==> config.mk <==
export PLATFORM = sky130hd
export DESIGN_NAME = memory_arbiter
export DESIGN_NICKNAME = d
export VERILOG_FILES = /design/src/rtl/memory_arbiter.sv
export SDC_FILE = /design/constraint.sdc
export NUM_CORES = 1
export LEC_CHECK = 0
export ABC_CLOCK_PERIOD_IN_PS = 1500
export CORE_MARGIN = 1.5
export CORE_UTILIZATION = 22
export DETAILED_ROUTE_END_ITERATION = 6
export PLACE_DENSITY = 0.78
export SLEW_MARGIN = 20
export SYNTH_ARGS = -nofsm -noshare
export SYNTH_HDL_FRONTEND = slang
export SYNTH_SLANG_ARGS = --single-unit
==> constraint.sdc <==
create_clock -name clk -period 1.5 [get_ports clk]
set_input_delay 0.225 -clock clk [delete_from_list [all_inputs] [get_ports clk]]
set_output_delay 0.225 -clock clk [all_outputs]
set_load 0.005 [all_outputs]
==> src/rtl/memory_arbiter.sv <==
// Round-robin arbiter sharing one memory port between the I-cache fill FSM
// and the D-cache fill/write-through path; one transaction at a time.
module memory_arbiter #(
    parameter int BLOCK_WORDS = 8
) (
    input  logic        clk,
    input  logic        rst,
    input  logic        ICacheRequest,
    input  logic [15:0] ICacheAddress,
    input  logic        DCacheRequest,
    input  logic [15:0] DCacheAddress,
    input  logic        DCacheWrite,
    input  logic [15:0] DCacheWriteData,
    input  logic        MemoryDataValid,
    input  logic [15:0] MemoryDataIn,
    output logic        MemoryEnable,
    output logic        MemoryWrite,
    output logic [15:0] MemoryAddressOut,
    output logic [15:0] MemoryDataOut,
    output logic        ICacheGrant,
    output logic        DCacheGrant,
    output logic        ICacheDataValid,
    output logic        DCacheDataValid,
    output logic [15:0] FillDataOut
);

    typedef enum logic [1:0] {
        IDLE,
        SERVE_I,
        SERVE_D_READ,
        SERVE_D_WRITE
    } state_t;

    localparam logic [2:0] LAST_BEAT = 3'(BLOCK_WORDS - 1);

    state_t     state_q, state_d;
    logic [2:0] beat_q, beat_d;
    logic       last_d_q, last_d_d;   // 1: D was served last, so I wins a tie

    always_ff @(posedge clk) begin
        if (rst) begin
            state_q  <= IDLE;
            beat_q   <= '0;
            last_d_q <= 1'b1;
        end else begin
            state_q  <= state_d;
            beat_q   <= beat_d;
            last_d_q <= last_d_d;
        end
    end

    always_comb begin
        state_d  = state_q;
        beat_d   = beat_q;
        last_d_d = last_d_q;
        unique case (state_q)
            IDLE: begin
                if (ICacheRequest && (!DCacheRequest || last_d_q)) begin
                    state_d  = SERVE_I;
                    last_d_d = 1'b0;
                end else if (DCacheRequest) begin
                    state_d  = DCacheWrite ? SERVE_D_WRITE : SERVE_D_READ;
                    last_d_d = 1'b1;
                end
            end
            SERVE_I, SERVE_D_READ: begin
                if (MemoryDataValid) begin
                    if (beat_q == LAST_BEAT) begin
                        state_d = IDLE;
                        beat_d  = '0;
                    end else begin
                        beat_d = beat_q + 3'd1;
                    end
                end
            end
            SERVE_D_WRITE: state_d = IDLE;
            default:       state_d = IDLE;
        endcase
    end

    // Outputs are forced low while rst is high, even before the state register clears.
    always_comb begin
        MemoryEnable     = 1'b0;
        MemoryWrite      = 1'b0;
        MemoryAddressOut = '0;
        MemoryDataOut    = '0;
        ICacheGrant      = 1'b0;
        DCacheGrant      = 1'b0;
        ICacheDataValid  = 1'b0;
        DCacheDataValid  = 1'b0;
        if (!rst) begin
            unique case (state_q)
                SERVE_I: begin
                    ICacheGrant      = 1'b1;
                    MemoryEnable     = 1'b1;
                    MemoryAddressOut = ICacheAddress;
                    ICacheDataValid  = MemoryDataValid;
                end
                SERVE_D_READ: begin
                    DCacheGrant      = 1'b1;
                    MemoryEnable     = 1'b1;
                    MemoryAddressOut = DCacheAddress;
                    DCacheDataValid  = MemoryDataValid;
                end
                SERVE_D_WRITE: begin
                    DCacheGrant      = 1'b1;
                    MemoryEnable     = 1'b1;
                    MemoryWrite      = 1'b1;
                    MemoryAddressOut = DCacheAddress;
                    MemoryDataOut    = DCacheWriteData;
                end
                default: ;
            endcase
        end
    end

    assign FillDataOut = MemoryDataIn;

endmodule

==> Yosys cells after proc, flatten, opt, wreduce, memory -nomap -nowiden <==
Cells that the tools add are included.
Widths: inputs -> output; s select.
{ "totals": {"ff_bits": 6, "in_bits": 70, "word_cells": 47} }
{ "op_classes": {"reduce_logical": 11, "eq_ne": 7, "addsub": 1, "n_mux": 25} }
{ "ops": {"columns": ["op", "count"], "rows": [
  ["$mux 16", 3],
  ["$pmux 16 s2", 1],
  ["$mux 1", 15],
  ["$mux 2", 4],
  ["$pmux 2 s3", 1],
  ["$eq 2x2->1 const B", 2],
  ["$ne 2x2->1 const B", 2],
  ["$reduce_and 2->1", 2],
  ["$reduce_or 2->1", 2],
  ["$add 3x1->3 const B", 1],
  ["$eq 3x3->1 const B", 1],
  ["$mux 3", 1],
  ["$ne 3x3->1 const B", 1],
  ["$reduce_and 3->1", 1],
  ["$reduce_or 3->1", 1],
  ["$eq 2x1->1 const B", 1],
  ["$logic_not 2->1", 1],
  ["$reduce_bool 2->1", 1],
  ["$logic_and 1x1->1", 1],
  ["$logic_not 1->1", 1],
  ["$logic_or 1x1->1", 1]
]} }

==> Logic depth before layout (Yosys ltp) <==
Gate-level depths: netlist of the first run.
{ "logic_depth": {"ltp_word": 5, "mapped_depth": 7, "mapped_depth_nobuf": 5} }

==> Worst setup path before layout of the first run <==
Ideal clock, no wire load.
{ "synth_timing": {"path_type": "register -> register", "start": "reg state_q[0]", "end": "reg state_q[0]", "setup_slack_ps": -171, "t_arrival_ps": 1591, "setup_ps": 79, "path_buffers": 0, "required_ps": 1421, "stages_incl_launch_ff": 6, "cell_sequence": "dfxtp_1 inv_1 ha_1 a21boi_2 or4b_4 o221ai_2"} }
{ "synth_between": {"elab_chain_cells": 4} }
{ "synth_rtl": {"columns": ["item", "line", "source"], "rows": [
  ["from (decl)", "36", "state_t state_q, state_d;"],
  ["from (signal assigned)", "46", "state_q <= state_d;"],
  ["$eq 2x2->1 / $eq 2x1->1 (equally long branches)", "56", "unique case (state_q)"],
  ["$reduce_or 2->1", "56", null],
  ["$ne 2x2->1 (no source line)", null, null],
  ["$reduce_and 3->1 (no source line)", null, null]
]} }
Parallel ways exist; a longest one is shown, timed or not.
A chain may end at the register's enable or synchronous reset.

==> Worst setup path after layout of the first run <==
{ "layout_timing": {"start": "reg state_q[0]", "end": "out MemoryAddressOut[2]"} }
{ "layout_between": {"elab_chain_cells": 4} }
{ "layout_rtl": {"columns": ["item", "line", "source"], "rows": [
  ["$eq 2x2->1", "92", "unique case (state_q)"],
  ["$reduce_or 2->1 (no source line)", null, null],
  ["$pmux 16 s2 (*)", "92", null],
  ["$mux 16 (*)", "91", "if (!rst) begin"],
  ["to (decl)", "18", "output logic [15:0] MemoryAddressOut,"]
]} }
Every way passes the cells marked *; elsewhere a longest branch is shown, timed or not.

==> results of run 1 <==
## state kept, by name, summed over array words and instances, names as in the netlist
name,count
beat_q,3
state_q,2
last_d_q,1
## cells in the final DEF, fill, tap and decap left out, types with 2 or more instances in the layout
cell | synthesis | layout
and2_1 | 16 | 2
nor2_2 | 0 | 5
buf_12 | 0 | 2
dfxtp_1 | 6 | 4
buf_4 | 16 | 17
nor2b_4 | 0 | 2
nand2_1 | 3 | 2
clkbuf_8 | 0 | 3
buf_6 | 0 | 27
ha_4 | 0 | 5
and2_4 | 0 | 14
a21oi_1 | 5 | 5
or2_4 | 0 | 3
and3b_2 | 2 | 2
nor2_1 | 20 | 15
clkbuf_2 | 0 | 4
dfxtp_4 | 0 | 2
buf_2 | 1 | 20
clkdlybuf4s50_1 | 0 | 51
clkdlybuf4s15_1 | 0 | 2
nand3_1 | 3 | 3
a22oi_2 | 0 | 16
ha_1 | 7 | 2
## worst max-delay path, cell delays in order (launching register included)
cell     delay [ps]
dfxtp_4         370
inv_4            50
ha_4            150
or2_4           270
buf_12          150
buf_4           120
a22oi_2         100
nor2_1           50
buf_2           120
## cell usage after synthesis
library cell / instances
nor2_1: 20
a22oi_1: 16
and2_1: 16
buf_4: 16
clkbuf_1: 7
ha_1: 7
dfxtp_1: 6
a21oi_1: 5
inv_1: 3
nand2_1: 3
nand3_1: 3
nor2b_1: 3
and3b_2: 2
or2_1: 2
a2111o_1: 1
a21bo_2: 1
a21boi_2: 1
a311o_1: 1
buf_2: 1
mux2i_1: 1
nand2b_1: 1
o21ai_0: 1
o221ai_2: 1
o31ai_1: 1
or3_1: 1
or4b_4: 1
## final timing paths
path | from | end | slack, ps | cells after the start
setup / recovery | state_q[0] | MemoryAddressOut[2] | -340 | 8
hold / removal | MemoryDataIn[13] | FillDataOut[13] | 450 | 0
setup reg to reg | state_q[0] | state_q[0] | -290 | 7
hold reg to reg | beat_q[2] | beat_q[2] | 460 | 2
## cell families after synthesis
| logic type | share of synthesized area (%) |
|---|---|
| and+or+nand+nor | 31.9 |
| AOI/OAI and AO/OA | 24.6 |
| buffers and inverters | 18.6 |
| adders and majority gates | 10.0 |
| DFF | 13.7 |
| muxes | 1.14 |
## timing repair
| item | 4_1_cts | 5_1_grt |
|---|---|---|
| pin swaps | 7 | 23 |
| resized for setup | 136 | 92 |
| setup endpoints to repair | 40 | 40 |
| setup buffers | 6 | 6 |
| gates cloned | 3 | 2 |
| hold buffers | 0 | 0 |
## area by class of cell
class | count | area share (%)
Tap cell | 48 | 2.67
Sequential cell | 6 | 5.67
Multi-Input combinational cell | 89 | 36.7
Inverter | 3 | 0.611
Timing Repair Buffer | 126 | 52.6
Clock buffer | 3 | 1.83
## metal layers
layer	vias up	part of all wire [%]
li1	620	-
met1	576	37
met2	54	55
met3	7	7.0
met4	0	1.2
met5	-	0
## metrics by stage
stage                     instances  hold WS, ps  util, %  cell area, um^2  power (mW)
final                           275          450     60.2             2250        2.81
after global placement          256          450     50.7             1900        1.82
after floorplan                 121          385        -              911        1.12
after CTS                       268          450     55.5             2080        2.43
after global routing            275          450     60.2             2250        2.98
after detailed placement        256          450     50.7             1900        1.84
## power groups by stage
stage	clock (mW)	sequential, mW	combinational, mW
after CTS	0.254	0.250	1.93
final	0.250	0.281	2.28
after global placement	0	0.249	1.57
after floorplan	0	0.249	0.866
after global routing	0.257	0.289	2.43
after detailed placement	0	0.251	1.59
==> qor.yml, run 1 <==
power:
  vdd_drop_max_v: 0.00130
  p_int_mw: 1.75
  swShare_pct: 37.6
  power.switching_mw: 1.06
  power_frac_comb_pct: 81.1
  seq_power_share_pct: 10.0
  powerDensity_nw_per_um2: 1250
  p_leak_nw: 0.982
  clock_power_share_pct: 8.9
place:
  dp_hpwl_um: 2430
  pre_cts_ws_ps: -467
  portBuffers: 91
  globalplace.congestion: 0.723
cts:
  clkLatencyLatePin_ps: 230
  clk_pin_slew_worst_paths_ps: 40
  cts-root-buf: "clkbuf_8"
  tritoncts: "built"
  clkSinkCount: 6
  htree_levels: 1
  numCtsBuffers: 3
  clockBufferDepth: 2
cells_and_area:
  fillCellCount: 327
  fin_nets: 306
  syn_to_final_growth_pct: 158
  multi_input_area_um2: 826
  seq_area_um2: 128
  drive_gt1_share_pct: 57.7
  antenna_cells: 0
drt:
  ant_nets: 0
  drc: 0
  drt_iter0_drc: 19
  routedWlPerCell_um: 14.2
  first_pass_iters: 4
  wirelength_um: 3900
  vias: 1257
  routed_via_density: 4.57
logic_synthesis:
  synthTopCellsByArea: "dfxtp_1, a22oi_1, buf_4"
  ys_ff_latch: 6
  yosysWarningCount: 0
  synthDistinctLibCells: 26
  netlist_instances: 121
  postSynthAreaPerCell_um2: 7.23
  yosys.area.top_type_share_pct: 13.7
  netlist_area_um2: 875
  seq_area_frac_synth_pct: 13.7
  yosys.area.top_type: "dfxtp_1"
  syn_nets: 198
global_route:
  grt_max_degree: 17
  grt_overflow: 0
  grt_pass1_wl_um: 5000
  grt_use_met3_pct: 2.39
  use_met1_pct: 15.4
  busiest_layer: "met2"
  track_usage_pct: 14.8
  grt_pass1_vias: 1092
  antenna_found_initial: 0
  met2_usage_pct: 29.4
sta:
  setup_tns_ps: -7400
  setup_ws_ps: -338
  rsz0062_at_grt: "true"
  finalMaxSlewViolations: 0
  finalClockSkew_ps: 0.614
  period_share_pct: 123
  worst_pin_slew_ps: 271
  final_hold_viol_count: 0
  maxSlewHeadroom_pct: 81.9
  fmax_ghz: 0.544
  fin_crit_ps: 1840
  setup_viol: 37
floorplanning:
  die-area_um2: 4360
  die_w_um: 66.1
  ioPinCount: 124
  start_util_pct: 23.4
  die_y_um: 66.1
  core_um2: 3740
  rows: 22
setup_path:
  path_class: "reg -> out"
  cp.required_ps: 1270
  critPathLaunchType: "flip-flop"
  crit_path_end_kind: "primary output"
  worstPathArrival_ps: 1610
  critPathMaxFanout: 5
outcome:
  failed_checks: "setup timing"
  status: "finished with violations"
run:
  cap_violations: 0
min_path:
  hold_path.class: "in -> out"
(Power assumes the default switching activity.)
==> run 2, diff against run 1 <==
ABC_AREA = 1   (was default)
CORE_ASPECT_RATIO = 0.75   (was default)
CORE_UTILIZATION = 23   (was 22)
==> qor.yml, run 2 <==
outcome:
  status: "finished with violations"
  failed_checks: "setup timing"
sta:
  maxSlewHeadroom_pct: 77.6  # -4.3 points
  period_share_pct: 121  # -1.7 points
  whs_ps: 431  # -18.5 ps
  final_hold_viol_count: 0  # unchanged
  rsz0062_at_grt: "true"
  fmax_ghz: 0.552  # +1.4%
  worst_pin_slew_ps: 336  # +65.1 ps
  finalMaxSlewViolations: 0  # unchanged
  finalClockSkew_ps: 2.69  # +2.08 ps
  setup_ws_ps: -312  # +25.6 ps
  fin_crit_ps: 1810  # -25.6 ps
  setup_viol: 21  # -43%
place:
  pre_cts_ws_ps: -450  # +17.2 ps
  globalplace.congestion: 0.752  # +4.1%
  portBuffers: 91  # unchanged
  dp_hpwl_um: 2380  # -1.8%
logic_synthesis:
  netlist_area_um2: 940  # +7.4%
  ys_ff_latch: 6  # unchanged
  synthSimpleGateAreaFrac_pct: 35.3  # +3.4 points
  synth.most_common_cell: "nor2_1"
  synthDistinctLibCells: 20  # -23%
  synth_edf_count: 0  # unchanged
  synth_top_family_by_area: "simple AND/OR/NAND/NOR gates"
  synth_mux_area_share_pct: 0  # -1.1 points
  synthAdderAreaFrac_pct: 9.32  # -0.69 points
  ys.flop_type: "dfxtp_1"
  yosysWarningCount: 0  # unchanged
  synth_commonest_cells: "nor2_1, nand2_1, a22oi_1, buf_4, nor2_2"
  synthTopCellsByArea: "nor2_1, dfxtp_1, a22oi_1"
  postSynthAreaPerCell_um2: 6.18  # -14%
  synth-compound-area-share_pct: 16.8  # -7.8 points
  seq_area_frac_synth_pct: 12.8  # -0.95 points
  netlist_instances: 152  # +26%
  synthArstFlopShare_pct: 0  # unchanged
  synth_xor_area_share_pct: 0  # unchanged
  syn_nets: 229  # +16%
  yosys.area.top_type: "nor2_1"
  yosys.area.top_type_share_pct: 13.6  # -0.15 points
setup_path:
  rr_worst_depth: 8  # +1
  critPathSlowestCell: "dfxtp_4"
  reg2reg_slack_ps: 100  # +390 ps
  critPathTopFamily: "buffers and inverters"
  worstPathCellList: "buf_4 -> ha_2 -> nor2_4 -> inv_6 -> a22oi_1 -> nor2_1 -> dlygate4sd2_1"
  critPathMaxFanout: 14  # +9
  r2r_end: "state_q[0]"
  worstPathArrival_ps: 1590  # -20 ps
  reg2reg_from: "state_q[0]"
  crit_path_end_kind: "primary output"
  cp.required_ps: 1270  # about the same
  critPathMaxStageDelay_ps: 350  # -20 ps
  critPathBufInv: 3  # -1
  critPathLaunchType: "flip-flop"
  path_class: "reg -> out"
global_route:
  track_usage_pct: 14.2  # -0.64 points
  grt_overflow: 0  # unchanged
  antenna_found_initial: 0  # unchanged
  grt_max_degree: 27  # +10
  grt_pass1_vias: 1193  # +9.2%
  grt_pass1_wl_um: 5220  # +4.6%
cells_and_area:
  syn_to_final_growth_pct: 121
  fillCellCount: 350  # +7.0%
  largest_reg_flops: 3  # unchanged
  mostFrequentLayoutCells: "clkdlybuf4s50_1, nor2_1, nand2_1, buf_2, buf_4"
  drive_gt1_share_pct: 36.4  # -21 points
  antenna_cells: 0  # unchanged
  final_common_cell: "clkdlybuf4s50_1"
  fin_nets: 329  # +7.5%
  seq_area_um2: 128  # unchanged
  largest_register: "beat_q"
  top_regs: "beat_q x3, state_q x2, last_d_q x1"
  multi_input_area_um2: 664  # -20%
drt:
  drt_iter0_drc: 7  # -12
  wirelength_um: 3460  # -11%
  routedWlPerCell_um: 11.4  # -19%
  first_pass_iters: 4  # unchanged
  vias: 1298  # +3.3%
  drc: 0  # unchanged
  routed_via_density: 4.30  # -6.0%
  ant_nets: 0  # unchanged
floorplanning:
  die-area_um2: 4480  # +2.7%
  ioPinCount: 124  # unchanged
  rows: 19  # -14%
  die_y_um: 58.4  # -12%
  start_util_pct: 24.9  # +1.5 points
  die_w_um: 76.8  # +16%
  core_um2: 3780  # +0.97%
min_path:
  hold_end: "state_q[1]"
  hold_path.class: "in -> reg"
  holdPathStages: 3  # +3
  hold_start: "rst"
power:
  p_leak_nw: 1.09  # +11%
  powerDensity_nw_per_um2: 660  # -47%
  vdd_drop_max_v: 0.000304  # -77%
cts:
  clkSinkCount: 6  # unchanged
  htree_levels: 1  # unchanged
  cts-root-buf: "clkbuf_8"
  numCtsBuffers: 3  # unchanged
  holdBufCountCts: 0  # unchanged
  clk_pin_slew_worst_paths_ps: 40  # about the same
  tritoncts: "built"
  clockBufferDepth: 2  # unchanged
  clkLatencyLatePin_ps: 220  # about the same
run:
  cap_violations: 0  # unchanged
[run 2: report_power, final]
group	leakage, nW	internal [mW]	switching (mW)
Combinational	1.02	0.519	0.386
Sequential	0.0507	0.196	0.0318
Clock	0.0216	0.172	0.0679
[run 2: how the worst max path moves through the flow]
stage | startpoint | endpoint | slack [ps] | cells after the start
6_report | state_q[1] | MemoryAddressOut[2] | -310 | 7
5_1_grt | state_q[1] | MemoryAddressOut[2] | -390 | 7
4_1_cts | state_q[1] | MemoryDataOut[14] | -340 | 5
3_5_place_dp | state_q[0] | MemoryAddressOut[0] | -450 | 6
3_3_place_gp | rst | MemoryAddressOut[5] | -400 | 5
2_1_floorplan | state_q[0] | MemoryAddressOut[10] | 80 | 7
[run 2: cell families (layout without fill, tap and decap cells)]
| logic type | count (synthesis) | count (layout) |
|---|---|---|
| compound gates | 23 | 23 |
| fa+ha+maj | 7 | 7 |
| buf+inv | 37 | 135 |
| flops | 6 | 6 |
| simple gates | 79 | 79 |
[run 2: metal layers]
metal | global-route usage (%) | vias up | share of wire (%)
met2 | 25.8 | 64 | 49
met3 | 4.19 | 2 | 9.0
li1 | - | 665 | -
met5 | 0 | - | 0
met4 | 2.91 | 0 | 0.14
met1 | 16.7 | 567 | 42
[run 2: repair_timing]
| action | in CTS | in global routing |
|---|---|---|
| buffers inserted | 11 | 5 |
| gates cloned | 2 | 0 |
| pin swaps | 3 | 2 |
| endpoints found under the setup margin | 39 | 38 |
| resized for setup | 90 | 57 |
| endpoints found under the hold margin | 0 | 0 |
[run 2: tightest hold or removal path, stage by stage]
cell and delay, ps:
dlymetal6s2s_1 150, buf_12 180, a21oi_1 50
[run 2: area by class of cell]
class | count | share of cell area [%]
clock buffers | 3 | 1.99
inverters | 11 | 2.35
multi-input cells | 109 | 31.9
flip-flops and latches | 6 | 6.14
well taps | 52 | 3.13
repair buffers | 121 | 54.5
[run 2: per-stage QoR]
stage	util [%]	TNS [ps]	total power, mW	cells	cell area (um^2)
after global placement	48.4	-11110	0.903	281	1830
after global routing	55.0	-6280	1.49	302	2080
after floorplan	-	0	0.616	152	940
after CTS	52.4	-10250	1.32	297	1980
final	55.0	-4680	1.37	302	2080
after detailed placement	48.4	-11750	0.917	281	1830
